--- src/rtl/uart_tx_fifo.sv ---
// Buffered 8N1 UART transmitter: byte FIFO feeding a serialiser that
// streams frames back-to-back on tx, with a sticky overflow flag.
//
// Ports:
//   clk_sys  system clock, all logic on posedge
//   res_n    synchronous active-low reset
//   wr, din  write strobe and byte (one byte per cycle)
//   clr_ovf  clears the ovf sticky flag
//   full     FIFO holds FIFO_DEPTH bytes (registered)
//   empty    FIFO holds no bytes (registered)
//   level    FIFO occupancy
//   busy     frame in flight or FIFO not empty (registered)
//   ovf      sticky: a write was dropped because the FIFO was full
//   tx       serial line, idle high, registered
module uart_tx_fifo #(
  parameter int CLK_HZ     = 84000000,
  parameter int BAUD       = 115200,
  parameter int FIFO_DEPTH = 16
) (
  input  logic                        clk_sys,
  input  logic                        res_n,
  input  logic                        wr,
  input  logic [7:0]                  din,
  input  logic                        clr_ovf,
  output logic                        full,
  output logic                        empty,
  output logic [$clog2(FIFO_DEPTH):0] level,
  output logic                        busy,
  output logic                        ovf,
  output logic                        tx
);
  localparam int DIV = (CLK_HZ + BAUD / 2) / BAUD;
  localparam int CW  = (DIV < 2) ? 1 : $clog2(DIV);
  localparam int AW  = $clog2(FIFO_DEPTH);
  localparam int LW  = AW + 1;

  localparam logic [CW-1:0] DIVM1 = CW'(DIV - 1);

  if (DIV < 2) begin : g_div_chk
    $error("uart_tx_fifo: DIV must be >= 2");
  end

  if (FIFO_DEPTH < 2 ||
      (FIFO_DEPTH & (FIFO_DEPTH - 1)) != 0) begin : g_dep_chk
    $error("uart_tx_fifo: FIFO_DEPTH must be pow2 >= 2");
  end

  typedef enum logic [1:0] {
    IDLE,
    START,
    DATA,
    STOP
  } state_t;

  logic [7:0]    mem [FIFO_DEPTH];
  logic [AW-1:0] wptr;
  logic [AW-1:0] rptr;
  logic [LW-1:0] level_n;
  logic          push;
  logic          pop;

  state_t        state;
  state_t        state_n;
  logic [CW-1:0] cnt;
  logic [CW-1:0] cnt_n;
  logic [2:0]    idx;
  logic [2:0]    idx_n;
  logic [7:0]    sh;
  logic [7:0]    sh_n;
  logic          tx_n;
  logic          bit_end;

  // Fullness is judged on the registered flag, so a pop in the
  // same cycle does not rescue a write into a full FIFO.
  assign push    = wr & ~full;
  assign bit_end = (cnt == '0);

  always_comb begin
    level_n = level;
    if (push && !pop) begin
      level_n = level + LW'(1);
    end else if (pop && !push) begin
      level_n = level - LW'(1);
    end
  end

  always_ff @(posedge clk_sys) begin
    if (!res_n) begin
      wptr  <= '0;
      rptr  <= '0;
      level <= '0;
      full  <= 1'b0;
      empty <= 1'b1;
      ovf   <= 1'b0;
    end else begin
      if (push) begin
        wptr <= wptr + AW'(1);
      end
      if (pop) begin
        rptr <= rptr + AW'(1);
      end
      level <= level_n;
      full  <= (level_n == LW'(FIFO_DEPTH));
      empty <= (level_n == '0);
      if (wr && full) begin
        ovf <= 1'b1;
      end else if (clr_ovf) begin
        ovf <= 1'b0;
      end
    end
  end

  always_ff @(posedge clk_sys) begin
    if (push) begin
      mem[wptr] <= din;
    end
  end

  always_comb begin
    state_n = state;
    cnt_n   = cnt;
    idx_n   = idx;
    sh_n    = sh;
    pop     = 1'b0;
    tx_n    = 1'b1;
    unique case (state)
      IDLE: begin
        if (!empty) begin
          pop     = 1'b1;
          sh_n    = mem[rptr];
          cnt_n   = DIVM1;
          state_n = START;
        end
      end
      START: begin
        tx_n = 1'b0;
        if (bit_end) begin
          cnt_n   = DIVM1;
          idx_n   = '0;
          state_n = DATA;
        end else begin
          cnt_n = cnt - CW'(1);
        end
      end
      DATA: begin
        tx_n = sh[0];
        if (bit_end) begin
          cnt_n = DIVM1;
          sh_n  = {1'b0, sh[7:1]};
          if (idx == 3'd7) begin
            state_n = STOP;
          end else begin
            idx_n = idx + 3'd1;
          end
        end else begin
          cnt_n = cnt - CW'(1);
        end
      end
      STOP: begin
        if (bit_end) begin
          // Chain straight into the next start bit: no idle gap.
          if (!empty) begin
            pop     = 1'b1;
            sh_n    = mem[rptr];
            cnt_n   = DIVM1;
            state_n = START;
          end else begin
            state_n = IDLE;
          end
        end else begin
          cnt_n = cnt - CW'(1);
        end
      end
      default: state_n = IDLE;
    endcase
  end

  // tx and busy trail the state by one cycle, so busy drops
  // together with the end of the last stop bit on the line.
  always_ff @(posedge clk_sys) begin
    if (!res_n) begin
      state <= IDLE;
      cnt   <= '0;
      idx   <= '0;
      sh    <= '0;
      tx    <= 1'b1;
      busy  <= 1'b0;
    end else begin
      state <= state_n;
      cnt   <= cnt_n;
      idx   <= idx_n;
      sh    <= sh_n;
      tx    <= tx_n;
      busy  <= (state != IDLE) | ~empty;
    end
  end

endmodule
--- config.mk ---
export PLATFORM = sky130hd
export DESIGN_NAME = uart_tx_fifo
export DESIGN_NICKNAME = d
export VERILOG_FILES = /design/src/rtl/uart_tx_fifo.sv
export SDC_FILE = /design/constraint.sdc
export NUM_CORES = 1
export LEC_CHECK = 0
export BUFFER_PORTS_ARGS = -buffer_cell sky130_fd_sc_hd__buf_2
export CAP_MARGIN = 20
export CORE_MARGIN = 3
export CORE_UTILIZATION = 40
export CTS_CLUSTER_DIAMETER = 80
export DETAILED_ROUTE_END_ITERATION = 6
export PLACE_DENSITY = 0.64
export SYNTH_ARGS = -nofsm -noshare
export SYNTH_HDL_FRONTEND = slang
export SYNTH_SLANG_ARGS = --single-unit
--- constraint.sdc ---
create_clock -name clk_sys -period 2.5 [get_ports clk_sys]
set_clock_uncertainty 0.05 [all_clocks]
set_input_delay 0.5 -clock clk_sys [delete_from_list [all_inputs] [get_ports clk_sys]]
set_output_delay 0.5 -clock clk_sys [all_outputs]
set_load 0.02 [all_outputs]
# --- After elaboration in Yosys (flattened, before gate mapping) ---
# Memories as Yosys holds them, arrays and structs flattened. A register that Yosys moved wholly into a read port is not among the register bits.
# Cells that the tools add are included.
classes:
  n_addsub: 6
  n_eq_ne: 11
  mux: 31
  bitwise_logic: 4
  reduce_logical: 16
ops:
  columns: ["operator", "count"]
  rows:
  - ["2-to-1 mux 10 bit", 3]
  - ["case mux 10 bit (3 select lines)", 1]
  - ["2-to-1 mux 8 bit", 3]
  - ["case mux 8 bit (3 select lines)", 1]
  - ["inequality test 2 bit (second input constant)", 6]
  - ["zero test 10 bit", 1]
  - ["2-to-1 mux 2 bit", 5]
  - ["2-to-1 mux 5 bit", 2]
  - ["subtractor 10 x 1 -> 10 bit (second input constant)", 1]
  - ["2-to-1 mux 3 bit", 3]
  - ["adder 4 x 1 -> 4 bit (second input constant)", 2]
  - ["2-to-1 mux 4 bit", 2]
  - ["case mux 2 bit (4 select lines)", 1]
  - ["2-to-1 mux 1 bit", 7]
  - ["case mux 3 bit (2 select lines)", 1]
  - ["nonzero test 2 bit", 3]
  - ["adder 5 x 1 -> 5 bit (second input constant)", 1]
  - ["equality test 5 bit (second input constant)", 1]
  - ["zero test 5 bit", 1]
  - ["AND reduction 5 bit", 1]
  - ["subtractor 5 x 1 -> 5 bit (second input constant)", 1]
  - ["equality test 2 bit (second input constant)", 2]
  - ["case mux 1 bit (2 select lines)", 2]
  - ["AND reduction 4 bit", 1]
  - ["other kinds (12)", 16]
totals:
  register_bits: 41
  ram_bits: 128
  input_bits: 12
  out_inout_bits: 10
  elab_cells: 81
  memories: 1
memory_table:
  columns: ["memory", "words", "word_bits", "rd", "rd_ports_with_merged_regs", "wr", "line", "rtl"]
  rows:
  - ["mem", 16, 8, 1, 1, 1, "55", "logic [7:0] mem [FIFO_DEPTH];"]

# --- Logic depth before layout (Yosys ltp) ---
depth:
  word_depth: 7
  depth_mapped: 9
  depth_no_buf: 8

# --- Worst setup path after synthesis ---
# Ideal clock, no wire load.
synth_path:
  path_kind: "flip-flop to flip-flop"
  startpoint: "register state[0]"
  endpoint: "register cnt[5]"
  setup_ns: 0.071
  arrival_ns: 2.063
  required_ns: 2.379
  path_slack_ns: 0.316
  path_stages_with_launch: 9
  path_buffers: 2
  synth_period_minus_slack_ns: 2.184
  cell_sequence: "dfxtp_1 > inv_1 > ha_1 > buf_2 > nor2_1 > or3_1 > buf_2 > or4_1 > a21oi_1"
synth_via:
  elab_chain_cells: 3
  word_cells_on_any_way: 6
  cone_classes: "eq/ne: 3; mux: 1; reduce/logical: 2"
synth_rtl:
  columns: ["element", "line", "rtl"]
  rows:
  - ["start: declaration", "62", "state_t state;"]
  - ["start signal: assignment", "189", "state <= state_n;"]
  - ["equality test 2 bit / equality test 2 x 1 -> 1 bit (equally long branches)", "126", "unique case (state)"]
  - ["OR reduction 2 bit (no source line)", null, null]
  - ["case mux 10 bit (3 select lines) *", "126", null]
  - ["end signal: assignment", "190", "cnt <= cnt_n;"]
  - ["end: declaration", "64", "logic [CW-1:0] cnt;"]
# Every way passes the cells marked *; elsewhere a longest branch is shown, timed or not.
# A chain may end at the register's enable or synchronous reset.

# --- Worst setup path in the final report ---
layout_path:
  startpoint: "register state[0]"
  endpoint: "register full"
layout_via:
  elab_chain_cells: 6
  word_cells_on_any_way: 9
  cone_classes: "eq/ne: 2; mux: 3; reduce/logical: 4"
layout_rtl:
  columns: ["element", "line", "rtl"]
  rows:
  - ["equality test 2 bit / zero test 2 bit (equally long branches)", "126", null]
  - ["case mux 1 bit (2 select lines) *", "126", null]
  - ["logical AND 1 bit / zero test 1 bit (equally long branches)", "82, 80", null]
  - ["2-to-1 mux 5 bit / logical AND 1 bit (equally long branches)", "82, 80", null]
  - ["2-to-1 mux 5 bit *", "80", "if (push && !pop) begin"]
  - ["equality test 5 bit *", "103", "full <= (level_n == LW'(FIFO_DEPTH));"]
  - ["end signal: assignment", "103", null]
  - ["end: declaration", "25", "output logic full,"]
# Marked as above.

==> metrics.txt <==
# TYPE chip_impl_metric gauge
chip_impl_metric{name="final_worst_path_period_need",unit="ns"} 2.30
chip_impl_metric{name="cp_slowest_stage_delay",unit="ns"} 0.50
chip_impl_metric{name="route.antenna.remaining_nets",unit=""} 0
chip_impl_info{name="clk_root_buffer_cell",value="sky130_fd_sc_hd__clkbuf_16"} 1
chip_impl_metric{name="switching_share",unit=""} 0.332
chip_impl_metric{name="wire_length_of_the_first_global_routing_pass",unit="um"} 22100
chip_impl_metric{name="cell_area_synth",unit="um2"} 7260
chip_impl_metric{name="timing.final.hold_violations",unit=""} 0
chip_impl_metric{name="area_overhead_vs_synth",unit="%"} 15.3
chip_impl_metric{name="cp_max_fo",unit=""} 9
chip_impl_metric{name="synth-compound-area-share",unit=""} 0.0640
chip_impl_metric{name="transition_time_at_the_pin_with_the_least_slew_margin",unit="ns"} 0.675
chip_impl_metric{name="clk_latency",unit="ns"} 0.42
chip_impl_metric{name="power_density",unit="nW/um2"} 1020
chip_impl_info{name="cts_tree",value="yes"} 1
chip_impl_metric{name="core_region_area",unit="um2"} 17500
chip_impl_info{name="grt_setup_unrepaired",value="false"} 1
chip_impl_metric{name="synth_cell_type_count",unit=""} 51
chip_impl_metric{name="final_setup_fails",unit=""} 0
chip_impl_metric{name="synth-seq-area-share",unit=""} 0.654
chip_impl_metric{name="clk_transition_reported_paths",unit="ns"} 0.08
chip_impl_metric{name="initial_utilization",unit=""} 0.414
chip_impl_metric{name="syn_area_per_cell",unit="um2"} 15.2
chip_impl_info{name="worst_path_max_delay_cell",value="sky130_fd_sc_hd__nor4_4"} 1
chip_impl_metric{name="num_rows",unit=""} 48
chip_impl_metric{name="die_area",unit="um2"} 19800
chip_impl_metric{name="grt_max_degree",unit=""} 33
chip_impl_info{name="run_status",value="finished clean"} 1
chip_impl_metric{name="netlist_instances",unit=""} 477
chip_impl_metric{name="boundaryPins",unit=""} 22
chip_impl_metric{name="routed_wire_length_per_instance",unit="um"} 18.2
chip_impl_metric{name="maxCapViolCount",unit=""} 0
chip_impl_info{name="most-common-layout-cells",value="sky130_fd_sc_hd__edfxtp_1, sky130_fd_sc_hd__nor2_1, sky130_fd_sc_hd__dfxtp_1"} 1
chip_impl_metric{name="relSlewSlack",unit=""} 0.549
chip_impl_metric{name="fillCellCount",unit=""} 1508
chip_impl_metric{name="cts.repair_timing.setup_buffer_count",unit=""} 0
chip_impl_metric{name="numClockSinks",unit=""} 173
chip_impl_info{name="worstSetupPathType",value="flop to flop"} 1
chip_impl_info{name="postSynth.topFlopCell",value="sky130_fd_sc_hd__edfxtp_1"} 1
chip_impl_metric{name="drcViolationCount",unit=""} 0
chip_impl_metric{name="vias_per_cell",unit=""} 5.35
chip_impl_info{name="start_kind",value="flop"} 1
chip_impl_metric{name="irDropWorstVdd",unit="mV"} 0.734
chip_impl_metric{name="synth_nets",unit=""} 505
chip_impl_metric{name="leak_pwr",unit="nW"} 2.83
chip_impl_metric{name="first_global_vias",unit=""} 3977
chip_impl_metric{name="post_synthesis_mux_area_share",unit=""} 0.128
chip_impl_info{name="hold_path_class",value="input pin to flop"} 1
chip_impl_metric{name="final_min_period_over_clock_period",unit=""} 0.920
chip_impl_metric{name="synth_simple_gate_area_frac",unit=""} 0.0941
chip_impl_info{name="cp_cell_sequence",value="inv_1 -> ha_1 -> nor4_4 -> o2bb2ai_1 -> xor2_1 -> nor4b_2"} 1
chip_impl_info{name="timing.critical_path.max_delay_family",value="simple AND/OR/NAND/NOR gates"} 1
chip_impl_info{name="synth_top_family_by_area",value="multiplexers"} 1
chip_impl_metric{name="critPathArrivalTime",unit="ns"} 2.58
chip_impl_info{name="worst_setup_path_end_kind",value="flop"} 1
chip_impl_metric{name="dieHeight",unit="um"} 141
chip_impl_metric{name="synth-edff-count",unit=""} 128
chip_impl_metric{name="drt_pre_antenna_iters",unit=""} 4
chip_impl_metric{name="synth_xor_area_frac",unit=""} 0.0109
chip_impl_metric{name="share_comb_of_total_power",unit=""} 0.270
chip_impl_metric{name="h-tree-depth",unit=""} 4
chip_impl_metric{name="netSwitchingPower",unit="W"} 0.00282
chip_impl_metric{name="die_x",unit="um"} 141
chip_impl_metric{name="post_cts_hold_buffer_count",unit=""} 0
chip_impl_metric{name="synth_fa_ha_area_frac",unit=""} 0.0276
chip_impl_metric{name="synth.ff_latch_count",unit=""} 173
chip_impl_info{name="layout.cells.most_common",value="sky130_fd_sc_hd__edfxtp_1"} 1
chip_impl_metric{name="cp_num_buf_inv",unit=""} 1
chip_impl_metric{name="yosysWarnings",unit=""} 0
chip_impl_metric{name="power.share.clock",unit=""} 0.312
chip_impl_metric{name="share_of_layout_cells_above_drive_strength_1",unit=""} 0.252
chip_impl_metric{name="num_vias",unit=""} 4047
chip_impl_metric{name="gp_congestion",unit=""} 0.779
chip_impl_metric{name="port_bufs",unit=""} 21
chip_impl_metric{name="grt_antenna_before_repair",unit=""} 0
chip_impl_metric{name="timing_max_transition_violations_final",unit=""} 0
chip_impl_metric{name="globalRouteTotalUtil",unit=""} 0.144
chip_impl_metric{name="number_of_buffers_inserted_during_clock_tree_synthesis",unit=""} 17
chip_impl_metric{name="insertedDiodeCount",unit=""} 0
chip_impl_metric{name="finalWirelength",unit="um"} 13700
chip_impl_metric{name="gr-total-overflow",unit=""} 0
chip_impl_metric{name="max_clock_freq",unit="MHz"} 435
chip_impl_metric{name="initialDrtViolationCount",unit=""} 395
chip_impl_metric{name="cts_max_path_buffers",unit=""} 2
chip_impl_metric{name="async_reset_ff_frac",unit=""} 0
chip_impl_metric{name="dpl.hpwl",unit="um"} 9100
chip_impl_metric{name="cp.required",unit="ns"} 2.78
chip_impl_metric{name="cts-resized-gates",unit=""} 0
chip_impl_metric{name="sequentialPowerShare",unit=""} 0.418
chip_impl_metric{name="power_report.internal_total",unit="W"} 0.00568
chip_impl_metric{name="placement.cell_area",unit="um2"} 7750
chip_impl_metric{name="layout.cell_area.non_filler",unit="um2"} 8370
chip_impl_metric{name="final_nets",unit=""} 546
chip_impl_metric{name="totalNegativeSetupSlack",unit="ns"} 0
[stage by stage]
step | util | hold WS, ns | power [W] | setup WS, ns | std cells
final | 0.477 | 0.288 | 0.00850 | 0.200 | 756
after global routing | 0.477 | 0.296 | 0.00897 | 0.0533 | 756
after CTS | 0.477 | 0.276 | 0.00857 | 0.195 | 756
after detailed placement | 0.442 | 0.416 | 0.00591 | 0.201 | 724
after global placement | 0.442 | 0.404 | 0.00582 | 0.347 | 724
after floorplan | - | 0.398 | 0.00531 | 0.316 | 477
[sequential cells by signal (all words and copies together) (netlist names), named ones only]
register / flops
cnt: 10
sh: 8
wptr: 4
rptr: 4
empty: 1
tx: 1
busy: 1
ovf: 1
full: 1
level: 5
mem: 128
idx: 3
state: 2
[tightest hold or removal path: stages]
cell	delay, ns
sky130_fd_sc_hd__buf_2	0.07
sky130_fd_sc_hd__nand2b_1	0.08
sky130_fd_sc_hd__a21oi_1	0.05
[area by class of cell]
type | count | area (um2) | share of cell area
Timing Repair Buffer | 46 | 318 | 0.0380
Multi-Input combinational cell | 267 | 2360 | 0.282
Tap cell | 225 | 282 | 0.0336
Sequential cell | 173 | 4750 | 0.567
Clock inverter | 15 | 188 | 0.0224
Inverter | 13 | 48.8 | 0.00583
Clock buffer | 17 | 425 | 0.0508
[power by group through the flow]
| stage | logic (W) | clock network, W | registers (W) |
|---|---|---|---|
| 6_report | 0.00229 | 0.00266 | 0.00355 |
| 5_1_grt | 0.00253 | 0.00285 | 0.00359 |
| 4_1_cts | 0.00231 | 0.00272 | 0.00355 |
| 3_5_place_dp | 0.00230 | 0 | 0.00361 |
| 3_3_place_gp | 0.00223 | 0 | 0.00359 |
| 2_1_floorplan | 0.00173 | 0 | 0.00359 |
[final timing paths]
check / from / end / slack (ns) / cells after the start
setup / recovery: state[0]$_SDFFE_PN0P_ / full$_SDFF_PN0_ / 0.20 / 6
hold / removal: clr_ovf / ovf$_SDFFE_PN0P_ / 0.29 / 3
setup reg to reg: state[0]$_SDFFE_PN0P_ / full$_SDFF_PN0_ / 0.20 / 6
hold reg to reg: ovf$_SDFFE_PN0P_ / ovf$_SDFFE_PN0P_ / 0.42 / 2
[per-layer routing]
layer,global-route usage,part of all wire
met1,0.201,0.45
met2,0.230,0.50
met3,0.0282,0.039
met4,0.0490,0.011
met5,0,0
[cell families (layout without fill, tap and decap cells)]
kind of cell / count (synthesis) / count (layout)
mux: 43 / 43
buf+inv: 37 / 91
simple gates: 130 / 130
fa+ha+maj: 16 / 16
xor+xnor: 9 / 9
flops: 173 / 173
compound gates: 69 / 69
[cells in the mapped netlist (4+ instances only)]
master                     count  area, um2
sky130_fd_sc_hd__edfxtp_1    128       3840
sky130_fd_sc_hd__nor2_1       47        176
sky130_fd_sc_hd__dfxtp_1      45        901
sky130_fd_sc_hd__mux4_2       40        901
sky130_fd_sc_hd__nand2_1      29        109
sky130_fd_sc_hd__a21oi_1      21        105
sky130_fd_sc_hd__ha_1         16        200
sky130_fd_sc_hd__clkbuf_1     15       56.3
sky130_fd_sc_hd__o21ai_0      15       75.1
sky130_fd_sc_hd__inv_1        12       45.0
sky130_fd_sc_hd__nor3_1        9       45.0
sky130_fd_sc_hd__a31oi_1       8       50.1
sky130_fd_sc_hd__nand2b_1      8       50.1
sky130_fd_sc_hd__buf_2         7       35.0
sky130_fd_sc_hd__nand3_1       7       35.0
sky130_fd_sc_hd__xor2_1        6       52.6
sky130_fd_sc_hd__and2_1        4       25.0
sky130_fd_sc_hd__o21a_1        4       30.0
sky130_fd_sc_hd__o31ai_1       4       30.0
sky130_fd_sc_hd__or3_1         4       25.0
No activity file was read; power rests on OpenSTA's default activity.
